## src/rtl/sync_pkg.sv

```systemverilog
// -----------------------------------------------------------------------------
// sync_pkg
// Shared types and helpers for the synchroniser/debouncer slice.
//   chan_state_e : per-channel filter state (STABLE / PENDING)
//   cnt_width()  : qualification counter width for a given FILTER_CYCLES
// -----------------------------------------------------------------------------
package sync_pkg;

    // STABLE  : filtered level agrees with the synchronised level, counter idle.
    // PENDING : a new level has been seen and is being qualified.
    typedef enum logic {
        ST_STABLE  = 1'b0,
        ST_PENDING = 1'b1
    } chan_state_e;

    // Counter must hold values 0..FILTER_CYCLES without wrapping.
    function automatic int cnt_width(input int filter_cycles);
        if (filter_cycles < 1) begin
            return 1;
        end
        return $clog2(filter_cycles + 1);
    endfunction

endpackage : sync_pkg

```

## src/rtl/debounce_chan.sv

```systemverilog
// -----------------------------------------------------------------------------
// debounce_chan
// Single-channel debounce filter. The already-synchronised level must disagree
// with the current filtered level on FILTER_CYCLES consecutive enabled samples
// before it is accepted. A one-cycle rise/fall pulse is registered alongside
// the filtered output, so it is high in the first cycle the new level shows.
//
// Ports
//   clk_i        : clock, rising edge
//   rst_i        : asynchronous active-high reset
//   sync_i       : synchronised channel level
//   sample_en_i  : sample strobe; qualification only advances when high
//   filt_o       : debounced level
//   rise_o       : one-cycle pulse on filt_o 0->1
//   fall_o       : one-cycle pulse on filt_o 1->0
// -----------------------------------------------------------------------------
module debounce_chan
    import sync_pkg::*;
#(
    parameter int   FILTER_CYCLES = 4,
    parameter logic RESET_LEVEL   = 1'b0
) (
    input  logic clk_i,
    input  logic rst_i,
    input  logic sync_i,
    input  logic sample_en_i,
    output logic filt_o,
    output logic rise_o,
    output logic fall_o
);

    localparam int             CW       = cnt_width(FILTER_CYCLES);
    localparam logic [CW-1:0]  CNT_ONE  = CW'(1);
    localparam logic [CW-1:0]  CNT_LAST = CW'(FILTER_CYCLES - 1);

    chan_state_e   r_state;
    logic [CW-1:0] r_cnt;
    logic          r_filt;
    logic          r_rise;
    logic          r_fall;

    logic          w_mismatch;

    assign w_mismatch = (sync_i != r_filt);

    always_ff @(posedge clk_i or posedge rst_i) begin
        if (rst_i) begin
            r_state <= ST_STABLE;
            r_cnt   <= '0;
            r_filt  <= RESET_LEVEL;
            r_rise  <= 1'b0;
            r_fall  <= 1'b0;
        end else begin
            // Pulses default low so each lasts exactly one cycle.
            r_rise <= 1'b0;
            r_fall <= 1'b0;
            case (r_state)
                ST_STABLE: begin
                    if (w_mismatch && sample_en_i) begin
                        if (FILTER_CYCLES == 1) begin
                            // Single-sample filter: this sample is the whole
                            // qualification, accept now.
                            r_filt <= sync_i;
                            r_rise <= sync_i;
                            r_fall <= ~sync_i;
                            r_cnt  <= '0;
                        end else begin
                            r_state <= ST_PENDING;
                            r_cnt   <= CNT_ONE;
                        end
                    end
                end
                ST_PENDING: begin
                    if (!w_mismatch) begin
                        // Input bounced back: abandon qualification, whatever
                        // the strobe says.
                        r_state <= ST_STABLE;
                        r_cnt   <= '0;
                    end else if (sample_en_i) begin
                        if (r_cnt == CNT_LAST) begin
                            r_filt  <= sync_i;
                            r_rise  <= sync_i;
                            r_fall  <= ~sync_i;
                            r_cnt   <= '0;
                            r_state <= ST_STABLE;
                        end else begin
                            r_cnt <= r_cnt + CNT_ONE;
                        end
                    end
                    // Mismatch without strobe: hold count and state.
                end
                default: begin
                    r_state <= ST_STABLE;
                    r_cnt   <= '0;
                end
            endcase
        end
    end

    assign filt_o = r_filt;
    assign rise_o = r_rise;
    assign fall_o = r_fall;

endmodule : debounce_chan

```

## src/rtl/sync_debounce.sv

```systemverilog
// -----------------------------------------------------------------------------
// sync_debounce
// WIDTH independent channels, each: a private PIPE_LENGTH-flop synchroniser
// chain followed by a debounce_chan filter.
//
// Ports
//   dest_clk_i   : sole clock, rising edge
//   rst_i        : asynchronous active-high reset
//   sig_i        : asynchronous channel inputs [WIDTH]
//   sample_en_i  : filter sample strobe (tie high to filter every cycle)
//   sync_sig_o   : raw synchronised level, last chain stage [WIDTH]
//   filt_sig_o   : debounced level [WIDTH]
//   rise_o       : one-cycle pulse on filt_sig_o 0->1 [WIDTH]
//   fall_o       : one-cycle pulse on filt_sig_o 1->0 [WIDTH]
// -----------------------------------------------------------------------------
module sync_debounce
    import sync_pkg::*;
#(
    parameter int               WIDTH         = 1,
    parameter int               PIPE_LENGTH   = 2,
    parameter int               FILTER_CYCLES = 4,
    parameter logic [WIDTH-1:0] RESET_VALUE   = '0
) (
    input  logic             dest_clk_i,
    input  logic             rst_i,
    input  logic [WIDTH-1:0] sig_i,
    input  logic             sample_en_i,
    output logic [WIDTH-1:0] sync_sig_o,
    output logic [WIDTH-1:0] filt_sig_o,
    output logic [WIDTH-1:0] rise_o,
    output logic [WIDTH-1:0] fall_o
);

    for (genvar g = 0; g < WIDTH; g++) begin : g_chan
        // Chain owned by this channel only; stage 0 is the metastability
        // capture flop, stage PIPE_LENGTH-1 drives the filter.
        logic [PIPE_LENGTH-1:0] r_chain;

        always_ff @(posedge dest_clk_i or posedge rst_i) begin
            if (rst_i) begin
                r_chain <= {PIPE_LENGTH{RESET_VALUE[g]}};
            end else begin
                r_chain <= {r_chain[PIPE_LENGTH-2:0], sig_i[g]};
            end
        end

        assign sync_sig_o[g] = r_chain[PIPE_LENGTH-1];

        debounce_chan #(
            .FILTER_CYCLES (FILTER_CYCLES),
            .RESET_LEVEL   (RESET_VALUE[g])
        ) u_chan (
            .clk_i       (dest_clk_i),
            .rst_i       (rst_i),
            .sync_i      (r_chain[PIPE_LENGTH-1]),
            .sample_en_i (sample_en_i),
            .filt_o      (filt_sig_o[g]),
            .rise_o      (rise_o[g]),
            .fall_o      (fall_o[g])
        );
    end

endmodule : sync_debounce
```

## config.mk

```make
export PLATFORM = sky130hd
export DESIGN_NAME = sync_debounce
export DESIGN_NICKNAME = d
export VERILOG_FILES = /design/src/rtl/sync_pkg.sv /design/src/rtl/debounce_chan.sv /design/src/rtl/sync_debounce.sv
export SDC_FILE = /design/constraint.sdc
export NUM_CORES = 1
export LEC_CHECK = 0
export CORE_AREA = 2 2 39 41
export CTS_BUF_LIST = sky130_fd_sc_hd__clkbuf_16
export DETAILED_ROUTE_END_ITERATION = 8
export DIE_AREA = 0 0 41 43
export GPL_TIMING_DRIVEN = 0
export PLACE_DENSITY = 0.52
export RECOVER_POWER = 100
export SYNTH_ARGS = -nofsm -noshare
export SYNTH_HDL_FRONTEND = slang
export SYNTH_SLANG_ARGS = --single-unit
```

## constraint.sdc

```tcl
create_clock -name dest_clk_i -period 2.7 [get_ports dest_clk_i]
set_clock_uncertainty 0.05 [all_clocks]
set_input_delay 0.27 -clock dest_clk_i [delete_from_list [all_inputs] [get_ports dest_clk_i]]
set_output_delay 0.27 -clock dest_clk_i [all_outputs]
set_load 0.05 [all_outputs]
```

After elaboration in Yosys (flattened, before gate mapping)
Cells that the tools add are included.

operators by class
  $add $sub $neg = 1
  shift operators = 0
  reduce and logical (&&, ||, !) cells = 3
  divide/modulo/power cells = 0
  order comparisons = 0
  bitwise gates (word level) = 2
  equality and inequality tests = 4
  multiply operators = 0
  muxes and demuxes = 18

operators with widths
  kind                                                                      number
  1-bit two-way mux                                                         12
  3-bit two-way mux                                                         4
  3-bit case mux with 2 select lines                                        1
  4-bit AND reduction                                                       1
  3-bit by 1-bit adder with 3-bit output (second input constant)            1
  3-bit by 2-bit equality test with 1-bit output (second input constant)    1
  3-bit inequality test (second input constant)                             1
  2-bit by 1-bit inequality test with 1-bit output (second input constant)  1
  1-bit inverter                                                            2
  1-bit case mux with 2 select lines                                        1
  2-bit AND reduction                                                       1
  1-bit logical AND                                                         1
  1-bit inequality test                                                     1

storage, ports and cells
  input bits = 4
  bits in writable memories = 0
  latch bits = 0
  bits in read-only memories = 0
  register bits after elaboration = 9
  memories = 0
  logic and storage cells = 34
  output and inout port bits = 4

Depth between registers and ports, before layout
  word-level depth = 5
  mapped depth = 4
  gate-level depth less buffers = 4

Cells and area by module
Synthesis repeated with hierarchy kept, for this count alone.

unflattened totals
  cells, all modules = 32
  area total of the unflattened synthesis = 389.1 um^2

modules (own cells, without submodules)
  module         area an instance (um^2)  seq. area each (um^2)  cells an instance  instances
  debounce_chan  335.3                    175.2                  29                 1
  sync_debounce  53.8                     50.0                   3                  1

Worst setup path before layout
OpenSTA, ideal clock, no wires.

  path kind = register to register
  start point = register g_chan[0].u_chan.r_filt
  end point = register g_chan[0].u_chan.r_cnt[0]
  library setup time = 122 ps
  cell stages (with the launch flop) = 4
  setup slack = 1,277 ps
  arrival time = 1,252 ps
  period minus slack after synthesis = 1,423 ps
  cell sequence = dfrtp_1 xnor2_2 o21ai_0 a32o_1

between the ends
  word-level cells in the longest chain between the ends = 4
  elaborated cells on any way between the ends = 7
  those cells by class = 3 x eq/ne; 2 x mux; 2 x reduce/logical

RTL lines
  what                                                        RTL line             RTL
  start: declaration                                          debounce_chan.sv:38  logic r_filt;
  start signal: assignment                                    debounce_chan.sv:63  r_filt <= sync_i;
  start signal: assignment                                    debounce_chan.sv:81  r_filt <= sync_i;
  1-bit inequality test (*)                                   debounce_chan.sv:44  assign w_mismatch = (sync_i != r_filt);
  1-bit logical AND                                           debounce_chan.sv:59  if (w_mismatch && sample_en_i) begin
  2-bit by 1-bit inequality test with 1-bit output (no line)  --
  2-bit AND reduction (no line)                               --
  end signal: assignment                                      debounce_chan.sv:87  r_cnt <= r_cnt + CNT_ONE;
  end: declaration                                            debounce_chan.sv:37  logic [CW-1:0] r_cnt;

Mark *: on every way between the ends. The rest lies on a longest branch, timed or not.
A chain may end at the register's enable or synchronous reset.

Worst setup path in the final report
  start point = register g_chan[0].r_chain[1]
  end point = output sync_sig_o

RTL lines
  what                      RTL line             RTL
  start: declaration        sync_debounce.sv:37  logic [PIPE_LENGTH-1:0] r_chain;
  start signal: assignment  sync_debounce.sv:41  r_chain <= {PIPE_LENGTH{RESET_VALUE[g]}};
  start signal: assignment  sync_debounce.sv:43  r_chain <= {r_chain[PIPE_LENGTH-2:0], sig_i[g]};
  end: declaration          sync_debounce.sv:28  output logic [WIDTH-1:0] sync_sig_o,

No word-level cell between the ends.

==> results.yml <==
status:
  status: "finished clean"
sta:
  fin_ws_ns: 0.836
  slew_violations: 0
  worst_slew_pin_slew_ns: 0.559
  fin_crit_ns: 1.86
  hold_violations: 0
  setup_violations: 0
  rsz0062_at_grt: "false"
  post-route-period-util_pct: 69.1
  max_freq_ghz: 0.536
  relSlewSlack_pct: 62.5
  tns_ns: 0
grt:
  antenna_found_initial: 0
  grt_pass1_wl_um: 1170
  grt_pass1_vias: 317
  grt_usage_pct: 10.0
  gr-total-overflow: 0
  grt_max_degree: 10
clock_network:
  clockRootBuffer: "clkbuf_16"
  cts.path.max_buffers: 2
  path_clk_slew_ns: 0.04
  cts_resized: 0
  clk_latency_ns: 0.23
  clkSinkCount: 9
  postCtsSetupBuffers: 0
  postCtsHoldBufs: 0
  cts_tree: "yes"
  cts.htree.levels: 1
  numCtsBuffers: 3
floorplanning:
  pin_count: 8
  core_area_um2: 1380
  die_h_um: 43
  chipWidth_um: 41
  num_rows: 14
  die_area_um2: 1760
  initial_core_util_pct: 27.6
synth:
  synth_area_per_cell_um2: 12.3
  ys_seq_elements: 9
  yosysUniqueCellTypes: 17
  synth_fa_ha_area_share_pct: 3.28
  muxShareOfSynthArea_pct: 5.57
  synth_area_um2: 382
  synth_xor_area_share_pct: 4.26
  netlist_instances: 31
  seq_area_frac_synth_pct: 59.0
  yosys.area_share.simple_pct: 12.5
  synth_top_family_by_area: "compound AO/OA/AOI/OAI gates"
  syn-num-nets: 36
  yosysWarnings: 0
  synth_compound_area_share_pct: 12.5
setup_path:
  critical-path-top-delay-family: "buffers and inverters"
  required_ns: 2.38
  crit_type: "flip-flop to primary output"
  crit_path_start: "g_chan[0].r_chain[1]"
  cp-start-kind: "flip-flop"
  path_buf_inv: 1
  path_cells: "dlygate4sd3_1"
  critPathArrivalTime_ns: 1.54
  reg2reg_from: "g_chan[0].u_chan.filt_o"
  slowest_stage: "dlygate4sd3_1"
  endpoint_kind: "primary output"
  cp_slowest_stage_delay_ns: 0.90
  cp_max_fo: 5
routing:
  post_drt_wl_per_cell_um: 11.2
  dr.pass1.iters: 3
  vias: 270
  drt_iter0_drc: 4
  post-route-drc-count: 0
  vias_per_cell: 4.66
  ant_nets: 0
  drt_wl_total_um: 650
power:
  powerDensity_nw_per_um2: 1100
  ir_worst_vdd_uv: 629
  power.total_uw: 598
  p_seq_share_pct: 33.4
  p_int_uw: 423
  swShare_pct: 29.3
  p_sw_uw: 175
  clockPowerShare_pct: 42.0
  combPwrFrac_pct: 24.5
  leakage_uw: 0.000273
worst_hold_path:
  hold_path.startpoint: "g_chan[0].r_chain[0]"
  hp-class: "flip-flop to flip-flop"
finish:
  drive_gt1_share_pct: 9.52
  fin_cells: 58
  final_nets: 48
  syn_to_final_growth_pct: 42.3
  antennaDiodeCount: 0
  fill_cells: 137
  final_util_pct: 39.2
placement:
  numPortBuffers: 7
  gp_congestion: 0.598
  dp_cells: 54
  dp_slack_ns: 1.12
run:
  drv_cap: 0
cells in the mapped netlist, drive strengths merged:
| cell type | instances | area (um^2) |
|---|---|---|
| ha | 1 | 12.5 |
| mux2 | 1 | 11.3 |
| nor3b | 2 | 15.0 |
| nand4b | 1 | 8.76 |
| nor2 | 1 | 3.75 |
| xnor2 | 1 | 16.3 |
| a32o | 1 | 10.0 |
| a21o | 1 | 7.51 |
| nand3 | 1 | 5.00 |
| nor2b | 1 | 6.26 |
| inv | 3 | 11.3 |
| dfrtp | 9 | 225 |
| mux2i | 1 | 10.0 |
| o211a | 1 | 10.0 |
| nor3 | 1 | 5.00 |
| nand2 | 1 | 3.75 |
| o21ai | 4 | 20.0 |
layout make-up:
| cell class | count | area, um^2 | share of cell area (%) |
|---|---|---|---|
| clock buffer | 3 | 75.1 | 13.8 |
| timing repair buffer | 7 | 70.1 | 12.9 |
| clock inverter | 1 | 3.75 | 0.691 |
| sequential | 9 | 225 | 41.5 |
| inverter | 3 | 11.3 | 2.07 |
| tap | 16 | 20.0 | 3.69 |
| multi-input combinational | 19 | 138 | 25.3 |
cells by family (layout without fill, tap and decap cells):
group | Yosys count | after routing
XOR/XNOR | 1 | 1
multiplexers | 2 | 2
AO/OA/AOI/OAI | 7 | 7
flip-flops | 9 | 9
buffers and inverters | 3 | 14
adder cells (fa/ha/maj) | 1 | 1
AND/OR/NAND/NOR | 8 | 8
flip-flops by register name, indices dropped and copies added, names as in the netlist:
| register | cells |
|---|---|
| g_chan.u_chan.filt_o | 1 |
| g_chan.u_chan.r_cnt | 3 |
| g_chan.u_chan.fall_o | 1 |
| g_chan.u_chan.r_state | 1 |
| g_chan.r_chain | 2 |
| g_chan.u_chan.rise_o | 1 |
power groups by stage:
stage | combinational, uW | clock (uW) | sequential (uW)
6_report | 147 | 251 | 200
5_1_grt | 166 | 267 | 206
4_1_cts | 157 | 255 | 203
3_5_place_dp | 157 | 0 | 204
3_3_place_gp | 150 | 0 | 200
2_1_floorplan | 89.5 | 0 | 226
metrics by stage:
| step | instance area, um^2 | hold slack (ns) |
|---|---|---|
| CTS | 551 | 0.264 |
| detailed placement | 472 | 0.297 |
| global placement | 472 | 0.294 |
| global route | 543 | 0.318 |
| finish | 543 | 0.309 |
| floorplan | 382 | 0.0479 |
path summary, 6_finish.rpt:
path | to | slack, ns | cells past startpoint
worst min-delay path | g_chan[0].r_chain[1] | 0.31 | 0
min in group asynchronous | g_chan[0].u_chan.r_cnt[1] | 0.39 | 2
worst max-delay path | sync_sig_o | 0.84 | 1
max in group asynchronous | g_chan[0].u_chan.r_state | 1.96 | 2
worst min register to register | g_chan[0].r_chain[1] | 0.31 | 0
worst max register to register | g_chan[0].u_chan.r_cnt[0] | 1.25 | 3
cells in the final DEF, fill, tap and decap left out, types with 2 or more instances in the layout:
cell           count
inv_1              4
clkbuf_16          3
o21ai_0            4
nor3b_1            2
dfrtp_1            9
dlygate4sd3_1      7
metal layers:
metal	share of wire, %	wire length [um]	GRT usage [%]
met5	0	0	0
met4	2.2	14	6.00
met3	5.4	35	3.66
met2	55	356	16.6
met1	37	243	9.86
Power figures use the tool's default switching activity.
